[config.mk]
export PLATFORM = sky130hd
export DESIGN_NAME = lane_serializer_flat
export DESIGN_NICKNAME = d
export VERILOG_FILES = /design/src/rtl/lane_serializer_if.sv /design/src/rtl/lane_serializer.sv /design/src/flat_wrapper.sv
export SDC_FILE = /design/constraint.sdc
export NUM_CORES = 1
export LEC_CHECK = 0
export CAP_MARGIN = 5
export CELL_PAD_IN_SITES_DETAIL_PLACEMENT = 1
export CELL_PAD_IN_SITES_GLOBAL_PLACEMENT = 2
export CORE_UTILIZATION = 38
export DETAILED_ROUTE_END_ITERATION = 12
export DONT_BUFFER_PORTS = 1
export PLACE_DENSITY = 0.91
export SLEW_MARGIN = 40
export SYNTH_ARGS = -nofsm -noshare
export SYNTH_HDL_FRONTEND = slang
export SYNTH_SLANG_ARGS = --single-unit
[constraint.sdc]
create_clock -name clk -period 3.2 [get_ports clk]
set_input_delay 0.64 -clock clk [delete_from_list [all_inputs] [get_ports clk]]
set_output_delay 0.64 -clock clk [all_outputs]
set_load 0.02 [all_outputs]
[src/rtl/lane_serializer_if.sv]
// Handshake and data bundle for lane_serializer.
// The upstream producer and the downstream consumer both sit on the master
// side. The serializer itself takes the slave view.
interface lane_serializer_if #(
    parameter int WIDTH = 8
);
    // Input side: one beat of eight lanes.
    logic             in_valid;
    logic             in_ready;
    logic [WIDTH-1:0] a;
    logic [WIDTH-1:0] b;
    logic [WIDTH-1:0] c;
    logic [WIDTH-1:0] d;
    logic [WIDTH-1:0] e;
    logic [WIDTH-1:0] f;
    logic [WIDTH-1:0] g;
    logic [WIDTH-1:0] h;

    // Output side: one lane per transfer.
    logic             out_valid;
    logic             out_ready;
    logic [WIDTH-1:0] out_data;
    logic [2:0]       out_idx;
    logic             out_last;

    // Per-packet AND reduction results.
    logic             done;
    logic [WIDTH-1:0] and_q;
    logic             red_q;

    modport master (
        output in_valid, a, b, c, d, e, f, g, h, out_ready,
        input  in_ready, out_valid, out_data, out_idx, out_last,
        input  done, and_q, red_q
    );

    modport slave (
        input  in_valid, a, b, c, d, e, f, g, h, out_ready,
        output in_ready, out_valid, out_data, out_idx, out_last,
        output done, and_q, red_q
    );
endinterface

[src/rtl/lane_serializer.sv]
// lane_serializer: captures eight WIDTH-bit lanes in one beat. It emits them
// one per transfer in the order a..h, and reports the bitwise AND of the
// lanes plus its 1-bit reduction once the last lane has been sent.
//
// Handshake rule (both ports): a transfer happens on a rising edge where
// valid and ready are both high. Once raised, valid is held, together with
// its data, until that transfer. Ready may be asserted freely.
module lane_serializer #(
    parameter int WIDTH = 8
) (
    input  logic                 clk,
    input  logic                 rst,
    lane_serializer_if.slave     bus,
    output logic [1:0]           dbg_state
);

    typedef enum logic [1:0] {
        IDLE = 2'd0,
        SEND = 2'd1,
        DONE = 2'd2
    } state_t;

    state_t           state;
    state_t           state_next;

    logic [WIDTH-1:0] lane [8];
    logic [WIDTH-1:0] acc;
    logic [WIDTH-1:0] acc_next;
    logic [2:0]       idx;
    logic [WIDTH-1:0] and_r;
    logic             red_r;

    logic             capture;
    logic             xfer;
    logic             last_lane;
    logic [WIDTH-1:0] cur_lane;

    assign last_lane = (idx == 3'd7);
    assign cur_lane  = lane[idx];
    assign acc_next  = acc & cur_lane;

    // Handshake qualifiers. in_ready is gated by rst so it drops the moment
    // reset is asserted, not one edge later.
    always_comb begin
        capture = 1'b0;
        xfer    = 1'b0;
        if (state == IDLE && !rst && bus.in_valid) begin
            capture = 1'b1;
        end
        if (state == SEND && bus.out_ready) begin
            xfer = 1'b1;
        end
    end

    // State register.
    always_ff @(posedge clk or posedge rst) begin
        if (rst) begin
            state <= IDLE;
        end else begin
            state <= state_next;
        end
    end

    // Next-state logic. DONE always lasts exactly one cycle.
    always_comb begin
        state_next = state;
        case (state)
            IDLE: begin
                if (capture) begin
                    state_next = SEND;
                end
            end
            SEND: begin
                if (xfer && last_lane) begin
                    state_next = DONE;
                end
            end
            DONE: begin
                state_next = IDLE;
            end
            default: begin
                state_next = IDLE;
            end
        endcase
    end

    // Lane registers. They are loaded only on capture, so the inputs may
    // change freely while the packet is sent.
    always_ff @(posedge clk or posedge rst) begin
        if (rst) begin
            for (int i = 0; i < 8; i++) begin
                lane[i] <= '0;
            end
        end else if (capture) begin
            lane[0] <= bus.a;
            lane[1] <= bus.b;
            lane[2] <= bus.c;
            lane[3] <= bus.d;
            lane[4] <= bus.e;
            lane[5] <= bus.f;
            lane[6] <= bus.g;
            lane[7] <= bus.h;
        end
    end

    // Lane index. It advances on each transfer and stops at 7, which is
    // never wrapped within a packet. It returns to 0 as DONE hands back to
    // IDLE.
    always_ff @(posedge clk or posedge rst) begin
        if (rst) begin
            idx <= 3'd0;
        end else if (capture) begin
            idx <= 3'd0;
        end else if (xfer && !last_lane) begin
            idx <= idx + 3'd1;
        end else if (state == DONE) begin
            idx <= 3'd0;
        end
    end

    // Running AND of the lanes accepted so far in this packet.
    always_ff @(posedge clk or posedge rst) begin
        if (rst) begin
            acc <= '1;
        end else if (capture) begin
            acc <= '1;
        end else if (xfer) begin
            acc <= acc_next;
        end
    end

    // Published results. They update only on the final transfer, so a new
    // capture leaves the previous packet's results visible.
    always_ff @(posedge clk or posedge rst) begin
        if (rst) begin
            and_r <= '0;
            red_r <= 1'b0;
        end else if (xfer && last_lane) begin
            and_r <= acc_next;
            red_r <= &acc_next;
        end
    end

    // Output decode. out_data is forced to 0 outside SEND so that reset and
    // idle show a clean bus.
    always_comb begin
        bus.in_ready  = 1'b0;
        bus.out_valid = 1'b0;
        bus.out_last  = 1'b0;
        bus.out_data  = '0;
        bus.done      = 1'b0;
        case (state)
            IDLE: begin
                bus.in_ready = !rst;
            end
            SEND: begin
                bus.out_valid = 1'b1;
                bus.out_data  = cur_lane;
                bus.out_last  = last_lane;
            end
            DONE: begin
                bus.done = 1'b1;
            end
            default: begin
                bus.in_ready = 1'b0;
            end
        endcase
    end

    assign bus.out_idx = idx;
    assign bus.and_q   = and_r;
    assign bus.red_q   = red_r;
    assign dbg_state   = state;

endmodule

[src/flat_wrapper.sv]
// flat-port wrapper written by rule: the top's interface ports become plain ports
module lane_serializer_flat 
#(
    parameter int WIDTH = 8
)
  (clk, rst, dbg_state, bus_in_valid, bus_a, bus_b, bus_c, bus_d, bus_e, bus_f, bus_g, bus_h, bus_out_ready, bus_in_ready, bus_out_valid, bus_out_data, bus_out_idx, bus_out_last, bus_done, bus_and_q, bus_red_q);
  lane_serializer_if #(.WIDTH(WIDTH)) bus_i ();
  input  logic clk;
  input  logic rst;
  output logic [1:0] dbg_state;
  input wire logic [$bits(bus_i.in_valid)-1:0] bus_in_valid;
  input wire logic [$bits(bus_i.a)-1:0] bus_a;
  input wire logic [$bits(bus_i.b)-1:0] bus_b;
  input wire logic [$bits(bus_i.c)-1:0] bus_c;
  input wire logic [$bits(bus_i.d)-1:0] bus_d;
  input wire logic [$bits(bus_i.e)-1:0] bus_e;
  input wire logic [$bits(bus_i.f)-1:0] bus_f;
  input wire logic [$bits(bus_i.g)-1:0] bus_g;
  input wire logic [$bits(bus_i.h)-1:0] bus_h;
  input wire logic [$bits(bus_i.out_ready)-1:0] bus_out_ready;
  output wire logic [$bits(bus_i.in_ready)-1:0] bus_in_ready;
  output wire logic [$bits(bus_i.out_valid)-1:0] bus_out_valid;
  output wire logic [$bits(bus_i.out_data)-1:0] bus_out_data;
  output wire logic [$bits(bus_i.out_idx)-1:0] bus_out_idx;
  output wire logic [$bits(bus_i.out_last)-1:0] bus_out_last;
  output wire logic [$bits(bus_i.done)-1:0] bus_done;
  output wire logic [$bits(bus_i.and_q)-1:0] bus_and_q;
  output wire logic [$bits(bus_i.red_q)-1:0] bus_red_q;
  assign bus_i.in_valid = bus_in_valid;
  assign bus_i.a = bus_a;
  assign bus_i.b = bus_b;
  assign bus_i.c = bus_c;
  assign bus_i.d = bus_d;
  assign bus_i.e = bus_e;
  assign bus_i.f = bus_f;
  assign bus_i.g = bus_g;
  assign bus_i.h = bus_h;
  assign bus_i.out_ready = bus_out_ready;
  assign bus_in_ready = bus_i.in_ready;
  assign bus_out_valid = bus_i.out_valid;
  assign bus_out_data = bus_i.out_data;
  assign bus_out_idx = bus_i.out_idx;
  assign bus_out_last = bus_i.out_last;
  assign bus_done = bus_i.done;
  assign bus_and_q = bus_i.and_q;
  assign bus_red_q = bus_i.red_q;
  lane_serializer #(.WIDTH(WIDTH)) u_core (.clk(clk), .rst(rst), .bus(bus_i), .dbg_state(dbg_state));
endmodule
# After elaboration in Yosys (flattened, before gate mapping)
# Cells that the tools add are included.
# word_totals
in_bits	68
ram_bits	0
mem_bits_ro	0
n_memories	0
out_inout_bits	26
reg_bits	86
latchBits	0
word_cells	52
# op_classes
shift	0
div	0
mul	0
order_cmp	1
muxes	18
bitwise	2
eq_ne	5
addsub	1
reduce_logical	12
# op_table
cell	count
2-to-1 mux 8 bit	5
binary-select mux 8 bit (select 3 bit)	1
2-to-1 mux 3 bit	3
bitwise AND 8 bit	1
AND reduction 8 bit	1
2-to-1 mux 1 bit	6
logical AND 1 bit	5
>= comparator 4 bit (second input constant)	1
2-to-1 mux 2 bit	2
inverter 3 -> 4 bit	1
one-hot mux 2 bit (2 select lines)	1
adder 3 x 1 -> 3 bit (second input constant)	1
equality test 3 bit (second input constant)	1
nonzero test 3 bit	1
equality test 2 x 1 -> 1 bit (second input constant)	1
equality test 2 bit (second input constant)	1
zero test 1 bit	2
zero test 2 bit	1
!= test 2 x 1 -> 1 bit (second input constant)	1
!= test 2 bit (second input constant)	1
AND reduction 2 bit	1
nonzero test 2 bit	1

# Depth between registers and ports, before layout
# logic_depth
ltp_word	7
ltp_mapped	8
depth_no_buf	6

# Least setup slack after synthesis
# No wires, ideal clock.
# synth_timing
path_type	register to output
from	register u_core.idx[2], in the netlist u_core.bus.out_idx[2]
to	output port bus_out_data[5]
path_slack_ns	0.807
path_stages_with_launch	6
arrival_ns	1.753
cell_sequence	dfrtp_1 buf_4 buf_6 mux4_2 mux2_2 and2_1
# synth_via
elab_chain_cells	5
# synth_rtl
element	line	text
from (decl)	lane_serializer.sv:29	logic [2:0] idx;
from (signal assigned)	lane_serializer.sv:115	idx <= idx + 3'd1;
inverter 3 -> 4 bit (implied by the code)	lane_serializer.sv:39	assign cur_lane = lane[idx];
binary-select mux 8 bit (select 3 bit)	lane_serializer.sv:39	
2-to-1 mux 8 bit (implied by the code) (2 in series)	lane_serializer.sv:39	
2-to-1 mux 8 bit	lane_serializer.sv:152	case (state)
to (decl)	flat_wrapper.sv:23	output wire logic [$bits(bus_i.out_data)-1:0] bus_out_data;
# Every way passes these cells. The select of a mux whose other input is x is not followed.

# Worst setup path in the final report
# layout_timing
from	register u_core.idx[2], in the netlist u_core.bus.out_idx[2]
to	output port bus_out_data[1]
# The elaborated chain is that of the path after synthesis.

==> impl_metrics.toml <==
[worst_setup_path]
worst_path_dominant_cell_family = "multiplexers"
crit_path_end_kind = "output pin"
worstPathArrival_ns = 2.28
cp_num_cells = 3
worstPathRequired_ns = 2.56
worst-path-buf-inv = 0
critical_path.cell_chain = "mux4_1 > mux2_2 > and2_1"
r2r_cells = 6
max_stage_delay_ns = 0.74
cp_slowest_cell = "dfrtp_1"
startpoint_type = "flop"
critPathMaxFanout = 10
path_class = "flop to output pin"

[logic_synthesis]
synthDistinctLibCells = 35
synth_top_family_by_area = "simple AND/OR/NAND/NOR gates"
synth_fa_ha_area_share_pct = 0.639
syn_area_sq_um = 3920
ys_ff_latch = 86
synth_edf_count = 0
synth_compound_area_share_pct = 3.80
ys.flop_type = "dfrtp_1"
synth_xor_area_share_pct = 0
synth_warnings = 0
synth.area.top_cells = "dfrtp_1 (50%), nand2_1 (21%), dfstp_2 (5.4%), mux2i_1 (4.1%), mux4_1 (3.4%)"
yosys.area.top_type = "dfrtp_1"
synth_area_per_cell_sq_um = 9.26
synthArstFlopShare_pct = 100
syn_nets = 493
synth_mux_area_share_pct = 10.4
synthCells = 423
netlist.area_leader.share_pct = 49.8
yosys.area_share.simple_pct = 26.4
ys_seq_area_share_pct = 55.2

[pwr]
peakVddDrop_mv = 0.325
p_per_area_nw_per_um2 = 1030
leakage_nw = 2.15

[sta]
max_slew.worst_pin.slew_ns = 0.693
fin_crit_sh_pct = 91.3
hold_viol = 0
setup_viol_count_final = 0
fin_tns_setup_ns = 0
fmaxAchievable_mhz = 342
rsz0062_at_grt = "no"
finalWorstPathRequiredPeriod_ns = 2.92
drv_slew = 0
finalClockSkew_ns = 0.00987
slew_headroom_pct = 53.8

[finish]
area_growth_syn_to_layout_pct = 7.95
fin_cells = 559
antennaDiodeCount = 0
nets = 492
drive_above_1_share_pct = 11.0

[run_status]
status = "finished clean"

[global_route]
grt-ovfl-total = 0
grt_pass1_vias = 2949
grt_pass1_wl_um = 15700
grt_max_degree = 70
grt_usage_pct = 19.0
grt_antenna_before_repair = 0

[clock_network]
postCtsSetupBuffers = 0
cts_tree = "built"
cts_sinks = 86
ctsHtreeMaxLevel = 3
path_clk_slew_ns = 0.08
cts_hold_buf = 0
ctsRootBufferMaster = "clkbuf_8"
numCtsBuffers = 9
insertion_delay_ns = 0.35
post_cts_resized = 0
cts_buffer_depth = 2

[placed_design]
dp_cells = 544
gp_congestion = 0.744
io_buffers = 0
dp_hpwl_um = 7160

[drt]
wl_met1_um = 4640
drt_iter0_markers = 143
wl_met2_um = 4270
drtPass1Iterations = 4
route.met3.wl_um = 470
vias = 2803
routed.top_layer = "met4"
wl_per_cell_um = 17.0
ant_nets = 0
vias_per_cell = 5.01
drt-total-wl_um = 9520
drc = 0

[run]
drv_cap = 0

[worst_hold_path]
hp-class = "input pin to async pin"

[floorplan]
core_area_sq_um = 9860
rows = 36
die_x_um = 104
initial_core_util_pct = 39.7
die-area_sq_um = 10700
pin_count = 94
die_y_um = 104
cell type report:
| class | count | area, sq um |
|---|---|---|
| multi-input combinational | 312 | 1620 |
| fill | 1156 | 5640 |
| timing repair buffer | 10 | 75.1 |
| tap | 133 | 166 |
| inverter | 3 | 16.3 |
| clock buffer | 11 | 141 |
| clock inverter | 4 | 47.5 |
| sequential | 86 | 2160 |
final timing paths:
check,start,end,slack [ns]
setup / recovery,u_core.bus.out_idx[2],bus_out_data[1],0.28
setup reg to reg,u_core.bus.out_idx[2],u_core.bus.red_q,0.77
hold / removal,rst,u_core.bus.and_q[7],0.17
hold reg to reg,u_core.lane[30],u_core.lane[30],0.48
min in group clk,bus_e[0],u_core.lane[24],0.39
max in group asynchronous,rst,u_core.acc[4],2.30
cell usage in the layout (no fill, tap or decap), drive strengths merged:
cell / instances
mux2i: 16
o31ai: 1
clkbuf: 11
nand3b: 1
nand2: 224
and2: 7
or4: 1
ha: 2
inv: 1
mux4: 8
clkinv: 4
bufinv: 1
dfrtp: 78
o41ai: 1
nor2: 6
buf: 10
dfstp: 8
clkinvlp: 1
and3: 1
nand4: 3
or2: 1
nand2b: 1
mux2: 4
nor2b: 2
a22oi: 4
a21oi: 4
nor3: 1
nand3: 9
and2b: 1
o21ai: 14
registers in the layout, indices dropped and copies added (netlist names):
register and cells:
u_core.lane 64, u_core.bus.out_idx 3, u_core.bus.and_q 8, u_core.bus.red_q 1
u_core.dbg_state 2, u_core.acc 8
kinds of logic (layout without fill, tap and decap cells):
| kind of cell | after synthesis | count (layout) |
|---|---|---|
| and+or+nand+nor | 258 | 258 |
| DFF | 86 | 86 |
| muxes | 28 | 28 |
| buffers and inverters | 25 | 28 |
| AOI/OAI and AO/OA | 24 | 24 |
| adders and majority gates | 2 | 2 |
synth_stat cells, types with 4 or more instances:
library cell / instances
clkbuf_1: 13
nor2_1: 6
dfstp_2: 8
a21oi_1: 4
nand2_1: 224
mux2i_1: 16
dfrtp_1: 78
mux4_1: 5
nand3_1: 9
o21ai_0: 14
and2_1: 7
through the flow:
stage	hold slack [ns]	util, %	worst slack, ns	instance area, sq um	power [mW]
after global placement	0.452	40.9	0.507	4040	3.57
after detailed placement	0.462	40.9	0.483	4040	3.66
final	0.170	42.9	0.277	4230	4.37
after CTS	0.188	42.9	0.0954	4230	4.41
after global routing	0.190	42.9	0.161	4230	4.69
after floorplan	0.437	-	0.351	3920	3.25
report_power, final:
| part | internal [mW] | switching [mW] | leakage [nW] |
|---|---|---|---|
| logic | 0.641 | 0.953 | 0.989 |
| registers | 1.60 | 0.424 | 1.07 |
| clock network | 0.376 | 0.371 | 0.0952 |
| total | 2.62 | 1.75 | 2.15 |
routing by layer:
metal	track usage, %	vias to the layer above
met4	6.00	0
met3	4.91	10
met2	28.5	76
li1	-	1362
met5	0	-
met1	27.1	1355
(Power assumes the default switching activity.)
